<file path="src/rtl/sm_pkg.sv">
// Shared types and constants for the sum-every-3 stream: the summing stage and its collect buffer.
package sm_pkg;

  localparam int SUM_W = 6;

  typedef logic [SUM_W-1:0] sum_t;

  localparam logic [7:0] DROP_MAX = 8'd255;

  typedef enum logic [1:0] {
    FIFO_EMPTY   = 2'd0,
    FIFO_PARTIAL = 2'd1,
    FIFO_FULL    = 2'd2
  } fifo_state_e;

  // Increment that sticks at DROP_MAX instead of wrapping to zero.
  function automatic logic [7:0] sat_inc8(input logic [7:0] value);
    logic [7:0] result;
    if (value == DROP_MAX) begin
      result = value;
    end else begin
      result = value + 8'd1;
    end
    return result;
  endfunction

endpackage

</file>
<file path="src/rtl/sm_fifo_ctl.sv">
// FIFO control for sm_collect: pointers, occupancy and the accept/drop decision.
// The fill state is implied by the occupancy count.
module sm_fifo_ctl
  import sm_pkg::*;
#(
  parameter int DEPTH = 4,
  localparam int AW = $clog2(DEPTH),
  localparam int CW = AW + 1
) (
  input  logic          clk,
  input  logic          rst,
  input  logic          push_req,
  input  logic          pop_rdy,
  output logic [AW-1:0] wp,
  output logic [AW-1:0] rp,
  output logic [CW-1:0] cnt,
  output logic          full,
  output logic          empty,
  output logic          push_acc,
  output logic          pop,
  output logic          drop
);

  logic [AW-1:0] wp_r, wp_nxt_s;
  logic [AW-1:0] rp_r, rp_nxt_s;
  logic [CW-1:0] cnt_r, cnt_nxt_s;
  fifo_state_e   state_s;
  logic          full_s, empty_s, pop_s, push_acc_s, drop_s;

  // Decode the fill state from the registered occupancy.
  always_comb begin
    state_s = FIFO_PARTIAL;
    if (cnt_r == {CW{1'b0}}) begin
      state_s = FIFO_EMPTY;
    end else if (cnt_r == CW'(DEPTH)) begin
      state_s = FIFO_FULL;
    end else begin
      state_s = FIFO_PARTIAL;
    end
  end

  // A push into a full FIFO is still accepted when a pop frees the slot in the same cycle.
  always_comb begin
    full_s     = (state_s == FIFO_FULL);
    empty_s    = (state_s == FIFO_EMPTY);
    pop_s      = ~empty_s & pop_rdy;
    push_acc_s = push_req & (~full_s | pop_s);
    drop_s     = push_req & full_s & ~pop_s;
  end

  // Next pointer and count values.
  always_comb begin
    wp_nxt_s  = wp_r;
    rp_nxt_s  = rp_r;
    cnt_nxt_s = cnt_r;
    if (push_acc_s) begin
      wp_nxt_s = wp_r + AW'(1'b1);
    end else begin
      wp_nxt_s = wp_r;
    end
    if (pop_s) begin
      rp_nxt_s = rp_r + AW'(1'b1);
    end else begin
      rp_nxt_s = rp_r;
    end
    case ({push_acc_s, pop_s})
      2'b10:   cnt_nxt_s = cnt_r + CW'(1'b1);
      2'b01:   cnt_nxt_s = cnt_r - CW'(1'b1);
      default: cnt_nxt_s = cnt_r;
    endcase
  end

  // Pointer and count registers.
  always_ff @(posedge clk or posedge rst) begin
    if (rst) begin
      wp_r  <= {AW{1'b0}};
      rp_r  <= {AW{1'b0}};
      cnt_r <= {CW{1'b0}};
    end else begin
      wp_r  <= wp_nxt_s;
      rp_r  <= rp_nxt_s;
      cnt_r <= cnt_nxt_s;
    end
  end

  assign wp       = wp_r;
  assign rp       = rp_r;
  assign cnt      = cnt_r;
  assign full     = full_s;
  assign empty    = empty_s;
  assign push_acc = push_acc_s;
  assign pop      = pop_s;
  assign drop     = drop_s;

endmodule

</file>
<file path="src/rtl/sm_collect.sv">
// Collect buffer behind the summing stage: small FIFO with valid/ready output,
// overflow drops counted in a saturating counter and a sticky flag.
module sm_collect
  import sm_pkg::*;
#(
  parameter int DEPTH = 4,
  parameter int DW    = SUM_W,
  localparam int AW   = $clog2(DEPTH),
  localparam int CW   = AW + 1
) (
  input  logic          clk,
  input  logic          rst,
  input  logic          i_dval,
  input  logic [DW-1:0] i,
  output logic          o_dval,
  input  logic          i_rdy,
  output logic [DW-1:0] o,
  output logic [CW-1:0] o_cnt,
  output logic          o_ovf,
  output logic [7:0]    o_drop
);

  logic [DW-1:0] mem_r [DEPTH];
  logic [AW-1:0] wp_s, rp_s;
  logic [CW-1:0] cnt_s;
  logic          full_s, empty_s, push_acc_s, pop_s, drop_s;
  logic          ovf_r;
  logic [7:0]    drop_cnt_r;
  logic [DW-1:0] head_s;

  sm_fifo_ctl #(
    .DEPTH (DEPTH)
  ) u_ctl (
    .clk      (clk),
    .rst      (rst),
    .push_req (i_dval),
    .pop_rdy  (i_rdy),
    .wp       (wp_s),
    .rp       (rp_s),
    .cnt      (cnt_s),
    .full     (full_s),
    .empty    (empty_s),
    .push_acc (push_acc_s),
    .pop      (pop_s),
    .drop     (drop_s)
  );

  // Storage array; written only on an accepted push, so a dropped sum never lands.
  always_ff @(posedge clk or posedge rst) begin
    if (rst) begin
      for (int k = 0; k < DEPTH; k++) begin
        mem_r[k] <= {DW{1'b0}};
      end
    end else if (push_acc_s) begin
      mem_r[wp_s] <= i;
    end else begin
      mem_r[wp_s] <= mem_r[wp_s];
    end
  end

  // Overflow bookkeeping; only reset clears it.
  always_ff @(posedge clk or posedge rst) begin
    if (rst) begin
      ovf_r      <= 1'b0;
      drop_cnt_r <= 8'd0;
    end else if (drop_s) begin
      ovf_r      <= 1'b1;
      drop_cnt_r <= sat_inc8(drop_cnt_r);
    end else begin
      ovf_r      <= ovf_r;
      drop_cnt_r <= drop_cnt_r;
    end
  end

  // Head mux reads registered state only; forced to zero while empty.
  always_comb begin
    head_s = {DW{1'b0}};
    if (empty_s) begin
      head_s = {DW{1'b0}};
    end else begin
      head_s = mem_r[rp_s];
    end
  end

  assign o      = head_s;
  assign o_dval = ~empty_s;
  assign o_cnt  = cnt_s;
  assign o_ovf  = ovf_r;
  assign o_drop = drop_cnt_r;

  logic unused_s;
  assign unused_s = full_s ^ pop_s;

endmodule

</file>
<file path="config.mk">
export PLATFORM = sky130hd
export DESIGN_NAME = sm_collect
export DESIGN_NICKNAME = d
export VERILOG_FILES = /design/src/rtl/sm_pkg.sv /design/src/rtl/sm_fifo_ctl.sv /design/src/rtl/sm_collect.sv
export SDC_FILE = /design/constraint.sdc
export NUM_CORES = 1
export LEC_CHECK = 0
export CAP_MARGIN = 20
export CORE_MARGIN = 2
export CORE_UTILIZATION = 45
export DETAILED_ROUTE_END_ITERATION = 10
export GPL_ROUTABILITY_DRIVEN = 0
export PLACE_DENSITY_LB_ADDON = 0.12
export SLEW_MARGIN = 20
export SYNTH_ARGS = -nofsm -noshare
export SYNTH_HDL_FRONTEND = slang
export SYNTH_HIERARCHICAL = 1
export SYNTH_SLANG_ARGS = --single-unit
export TNS_END_PERCENT = 30
</file>
<file path="constraint.sdc">
create_clock -name clk -period 1.7 [get_ports clk]
set_input_delay 0.17 -clock clk [delete_from_list [all_inputs] [get_ports clk]]
set_output_delay 0.17 -clock clk [all_outputs]
set_load 0.02 [all_outputs]
</file>
# ---- Word level (Yosys, flattened, before mapping)
# Index checks and enable logic that the tools add are counted.
dict set report totals {
  regBits 40
  mem_bits_rw 0
  n_memories 0
  rom_bits 0
  latch_bits 0
  output_inout_bits 19
  wordCells 53
  input_bits 10
}
dict set report op_classes {
  n_addsub 5
  n_div 0
  magnitude_cmp 3
  shift 0
  mux 15
  reduce_logical 5
  mul 0
  eq_ne 5
  bitwise_logic 11
}
# cell count
set ops {}
lappend ops {{bitwise mux 24 bit} 2}
lappend ops {{two-way mux 6 bit} 6}
lappend ops {{binary-select mux 6 bit (select 2 bit)} 2}
lappend ops {{two-way mux 24 bit} 1}
lappend ops {{demux 6 bit (select 2 bit)} 1}
lappend ops {{adder 8 x 1 -> 8 bit, second input constant} 1}
lappend ops {{== test 8 bit, second input constant} 1}
lappend ops {{>= comparator 3 bit, second input constant} 2}
lappend ops {{inverter 2 -> 3 bit} 2}
lappend ops {{one-hot mux 3 bit (2 select lines)} 1}
lappend ops {{adder 2 x 1 -> 2 bit, second input constant} 2}
lappend ops {{bitwise AND 1 bit} 4}
lappend ops {{== test 2 bit, second input constant} 2}
lappend ops {{two-way mux 2 bit} 2}
lappend ops {{inverter 1 bit} 4}
lappend ops {{adder 3 x 1 -> 3 bit, second input constant} 1}
lappend ops {{== test 3 bit, second input constant} 1}
lappend ops {{zero test 3 bit} 1}
lappend ops {{less-than comparator 3 x 1 -> 1 bit, second input constant} 1}
lappend ops {{subtractor 3 x 1 -> 3 bit, second input constant} 1}
lappend ops {{== test 2 x 1 -> 1 bit, second input constant} 1}
lappend ops {{zero test 2 bit} 1}
lappend ops {{AND reduction 2 bit} 1}
lappend ops {{nonzero test 2 bit} 1}
lappend ops {{2 further kinds} 2}

# ---- Depth between registers and ports, before layout
# Gate-level depths: netlist of run 1.
dict set report depth {
  word_depth 10
  mapped_depth 7
  mapped_depth_nobuf 6
}

# ---- Hierarchy
# The synthesis of run 1 kept the hierarchy.
# module n_inst cells_per_inst seq_area_each_um2 area_per_inst_um2
set by_module_without_submodules {}
lappend by_module_without_submodules {sm_collect 1 104 825.8 1531.5}
lappend by_module_without_submodules {sm_fifo_ctl 1 42 175.2 431.7}

# ---- Worst setup path before layout of run 1
# OpenSTA, ideal clock, no wires.
dict set report synth_path {
  path_type {reg-to-reg}
  start {register u_ctl.cnt_r[2] (netlist: u_ctl/cnt[2])}
  end {register u_ctl.cnt_r[2] (netlist: u_ctl/cnt[2])}
  setup_slack_ns -0.297
  arrival_ns 1.917
  path_buffers 1
  setup_time_ns 0.079
  required_time_ns 1.621
  synth_period_minus_slack_ns 1.997
  path_stages_with_launch 8
  path_cell_list {dfrtp_1 -> buf_6 -> o31a_1 -> or2b_1 -> fa_1 -> nand2b_1 -> o32ai_1 -> xor2_1}
}
dict set report synth_via {
  elab_chain_cells 10
  elab_cells_between_ends 17
  classes_between {2 x add/sub; 4 x eq/ne; 3 x mux; 5 x bitwise; 3 x reduce/logical}
}
# element line
set synth_lines {}
lappend synth_lines {{start: declaration} sm_fifo_ctl.sv:26} ;# logic [CW-1:0] cnt_r, cnt_nxt_s;
lappend synth_lines {{start signal: assignment} sm_fifo_ctl.sv:78} ;# cnt_r <= {CW{1'b0}};
lappend synth_lines {{start signal: assignment} sm_fifo_ctl.sv:82} ;# cnt_r <= cnt_nxt_s;
lappend synth_lines {{== test 3 bit} sm_fifo_ctl.sv:35} ;# end else if (cnt_r == CW'(DEPTH)) begin
lappend synth_lines {{two-way mux 2 bit} sm_fifo_ctl.sv:35}
lappend synth_lines {{two-way mux 2 bit (*)} sm_fifo_ctl.sv:33} ;# if (cnt_r == {CW{1'b0}}) begin
lappend synth_lines {{zero test 2 bit (*)} sm_fifo_ctl.sv:45} ;# empty_s = (state_s == FIFO_EMPTY);
lappend synth_lines {{inverter 1 bit (*)} sm_fifo_ctl.sv:46} ;# pop_s = ~empty_s & pop_rdy;
lappend synth_lines {{bitwise AND 1 bit (*)} sm_fifo_ctl.sv:46}
lappend synth_lines {{named net pop_s} sm_collect.sv:26} ;# logic full_s, empty_s, push_acc_s, pop_s, drop_s;
lappend synth_lines {{bitwise OR 1 bit} sm_fifo_ctl.sv:47} ;# push_acc_s = push_req & (~full_s | pop_s);
lappend synth_lines {{bitwise AND 1 bit} sm_fifo_ctl.sv:47}
lappend synth_lines {{== test 2 x 1 -> 1 bit / == test 2 bit (equally long branches)} sm_fifo_ctl.sv:66} ;# case ({push_acc_s, pop_s})
lappend synth_lines {{one-hot mux 3 bit (2 select lines) / nonzero test 2 bit (equally long branches)} -}
# Mark *: on every way through the listed nets, which the timed path passes. The rest lies on a longest branch.
# A chain may end at the register's enable or synchronous reset.

# ---- Worst setup path in the final report of run 1
dict set report layout_path {
  start {register u_ctl.cnt_r[1] (netlist: u_ctl/cnt[1])}
  end {register u_ctl.cnt_r[1] (netlist: u_ctl/cnt[1])}
}
# Same word-level chain as after synthesis.

==> impl_metrics.toml, run 1 <==
[sta]
worstMarginPinSlew_ns = 0.550
finalClockSkew_ns = 0.00763
rsz0062_at_grt = "yes"
finalMaxSlewViolations = 0
setup_viol = 34
max_freq_mhz = 537
hold_violations = 0
fin_tns_setup_ns = -3.16
fin_crit_sh = 1.10
min_period_ns = 1.86
slew_headroom = 0.628
worst_slack_ns = -0.164

[finish]
fillCellCount = 341
syn_to_final_growth_pct = 37.8
drive_gt1_frac = 0.481
ff_latch_area_um2 = 1010
num_antenna_cells = 0
multi_input_area_um2 = 991
final_cells = 258
layout.nets = 217

[critical_path]
critPathArrivalTime_ns = 2.06
worst-setup-path-type = "reg -> reg"
reg2reg_slack_ns = -0.16
path_max_fanout = 4
crit_chain = "o31a_1 -> or2b_1 -> fa_2 -> inv_2 -> o2111ai_1 -> a22oi_1"
worstPathRequired_ns = 1.89
crit_slowest_cell = "fa_2"
endpoint_kind = "register"
slowest_delay_ns = 0.46
start_kind = "register"

[routing]
finalWirelength_um = 3980
vias = 1356
wl_per_cell_um = 15.4
drtIter0Drc = 58
post_drt_via_cell_ratio = 5.26
drtAntennaViolNets = 0
dr.pass1.iters = 4
drc_errors = 0

[synth]
yosysTopAreaCell = "dfrtp_1"
syn_avg_cell_area_um2 = 13.4
yosysWarnings = 6
yosys-top-cells-count = "dfrtp_1 (40), mux2_2 (27), and2_1 (7), inv_1 (6), mux4_2 (6)"
synth_enable_flop_cells = 0
synth_fp_nets = 158
ys_ff_latch = 40
ys_async_sr_fraction = 1.00
synthCells = 146
synthMostInstantiatedCell = "dfrtp_1"
synth_ff_type = "dfrtp_1"
ys_seq_area_frac = 0.510
yosys-top-cells-area = "dfrtp_1 (51%), mux2_2 (15%), mux4_2 (6.9%), and2_1 (2.2%), xor2_1 (2.2%)"
synth_top_cell_area_share = 0.510
syn_area_um2 = 1960
ys_types = 39

[cts]
htreeDepth = 2
tritoncts = "built"
hold_buffers = 0
clock-sinks = 40
numCtsBuffers = 5
root_buffer = "clkbuf_8"
clkTransAtPathRegs_ns = 0.08
cts.path.max_buffers = 2
clk_latency_ns = 0.29

[flow_run]
cap_violations = 0

[status]
failed_checks = "setup timing"
status = "finished, violations left"

[global_routing]
grt-ovfl-total = 0
antenna_found_initial = 0
grt_use_total = 0.179
grt_pass1_vias = 1438
grt_pass1_wl_um = 6820
grt_max_degree = 34

[floorplanning]
io_pins = 29
start_util = 0.460
dieArea_um2 = 4910
rows = 24
die_width_um = 70.1
die_h_um = 70.1
coreArea_um2 = 4260

[power]
p_leak_nw = 1.19
peakVddDrop_mv = 0.865
pwr_density_cell_nw_per_um2 = 1970
design_power_total_mw = 5.33

[min_path]
min_path_type = "in -> async"

[placement]
dp_hpwl_um = 2830
io_buffers = 28
dp.cells = 245
cells in the final DEF (no fill, tap or decap), types with 3 or more instances in the layout:
cell type        instances
inv_2                    3
clkdlybuf4s50_1         21
mux2_4                   9
nand4_1                  3
buf_4                   23
dfrtp_1                 36
and2_4                   6
nand3b_1                 3
inv_1                    3
buf_6                   10
clkbuf_8                 5
a31oi_1                  3
mux4_2                   6
mux2_2                  19
nand2_1                  4
nand3_1                  5
xor2_1                   5
xnor2_1                  3
dfrtp_2                  4
state kept, by name, indices dropped and copies added, names as in the netlist:
name       count
u_ctl/rp       2
o_drop         8
o_ovf          1
u_ctl/cnt      3
mem_r         24
u_ctl/wp       2
power breakdown:
part / internal (mW) / switching (mW) / total (mW)
combinational: 1.72 / 1.10 / 2.83
sequential: 1.39 / 0.348 / 1.74
clock: 0.434 / 0.331 / 0.765
logic make-up (layout without fill, tap and decap cells):
family,Yosys count,after routing,synth area share
fa+ha+maj,2,2,0.0166
xor+xnor,8,8,0.0357
compound gates,14,14,0.0504
buf+inv,10,70,0.0280
flops,40,40,0.510
mux,35,35,0.235
simple gates,37,37,0.125
through the flow:
stage	utilization	hold WS, ns	setup WS [ns]	cell area (µm²)
finish	0.634	0.126	-0.164	2710
global route	0.634	0.167	-0.229	2710
CTS	0.621	0.132	-0.140	2650
detailed placement	0.584	0.458	-0.430	2490
global placement	0.584	0.442	-0.389	2490
floorplan	-	-0.0268	-0.229	2000
layout make-up:
| class | count | share of cell area |
|---|---|---|
| flip-flops and latches | 40 | 0.372 |
| multi-input cells | 96 | 0.366 |
| repair buffers | 56 | 0.188 |
| clock buffers | 5 | 0.0254 |
| well taps | 52 | 0.0241 |
| clock inverters | 3 | 0.0157 |
| inverters | 6 | 0.00833 |
repair_timing:
action	in CTS	in global routing
setup buffers	5	0
gates resized for setup	41	15
pin swaps	5	1
gates cloned	0	0
setup endpoints to repair	36	39
path summary, 6_finish.rpt:
check                        startpoint            to  cells after the start
setup / recovery           u_ctl/cnt[1]  u_ctl/cnt[1]                      6
hold / removal                      rst   u_ctl/rp[1]                      2
setup reg to reg           u_ctl/cnt[1]  u_ctl/cnt[1]                      6
hold reg to reg                   o_ovf         o_ovf                      1
max in group asynchronous           rst     o_drop[4]                      3
min in group clk                  o_ovf         o_ovf                      1
critical path, delay by kind of cell, from the launching register on:
kind	cells	cell delay, ns
compound gates	3	0.63
simple gates	1	0.18
fa+ha+maj	1	0.46
buf+inv	1	0.07
flops	1	0.43
layer usage:
metal | vias to the layer above | GRT usage | routed length (µm)
li1 | 652 | - | -
met5 | - | 0 | 0
met3 | 6 | 0.0592 | 136
met2 | 26 | 0.286 | 1910
met1 | 672 | 0.222 | 1860
met4 | 0 | 0.0791 | 82
Note: power is estimated with default switching activity, not from simulation.
==> inputs of run 2 (changes only) <==
SLEW_MARGIN = 10   (was 20)
==> results of run 2 <==
No change in the layout: final DEF, timing and power equal those of run 1.
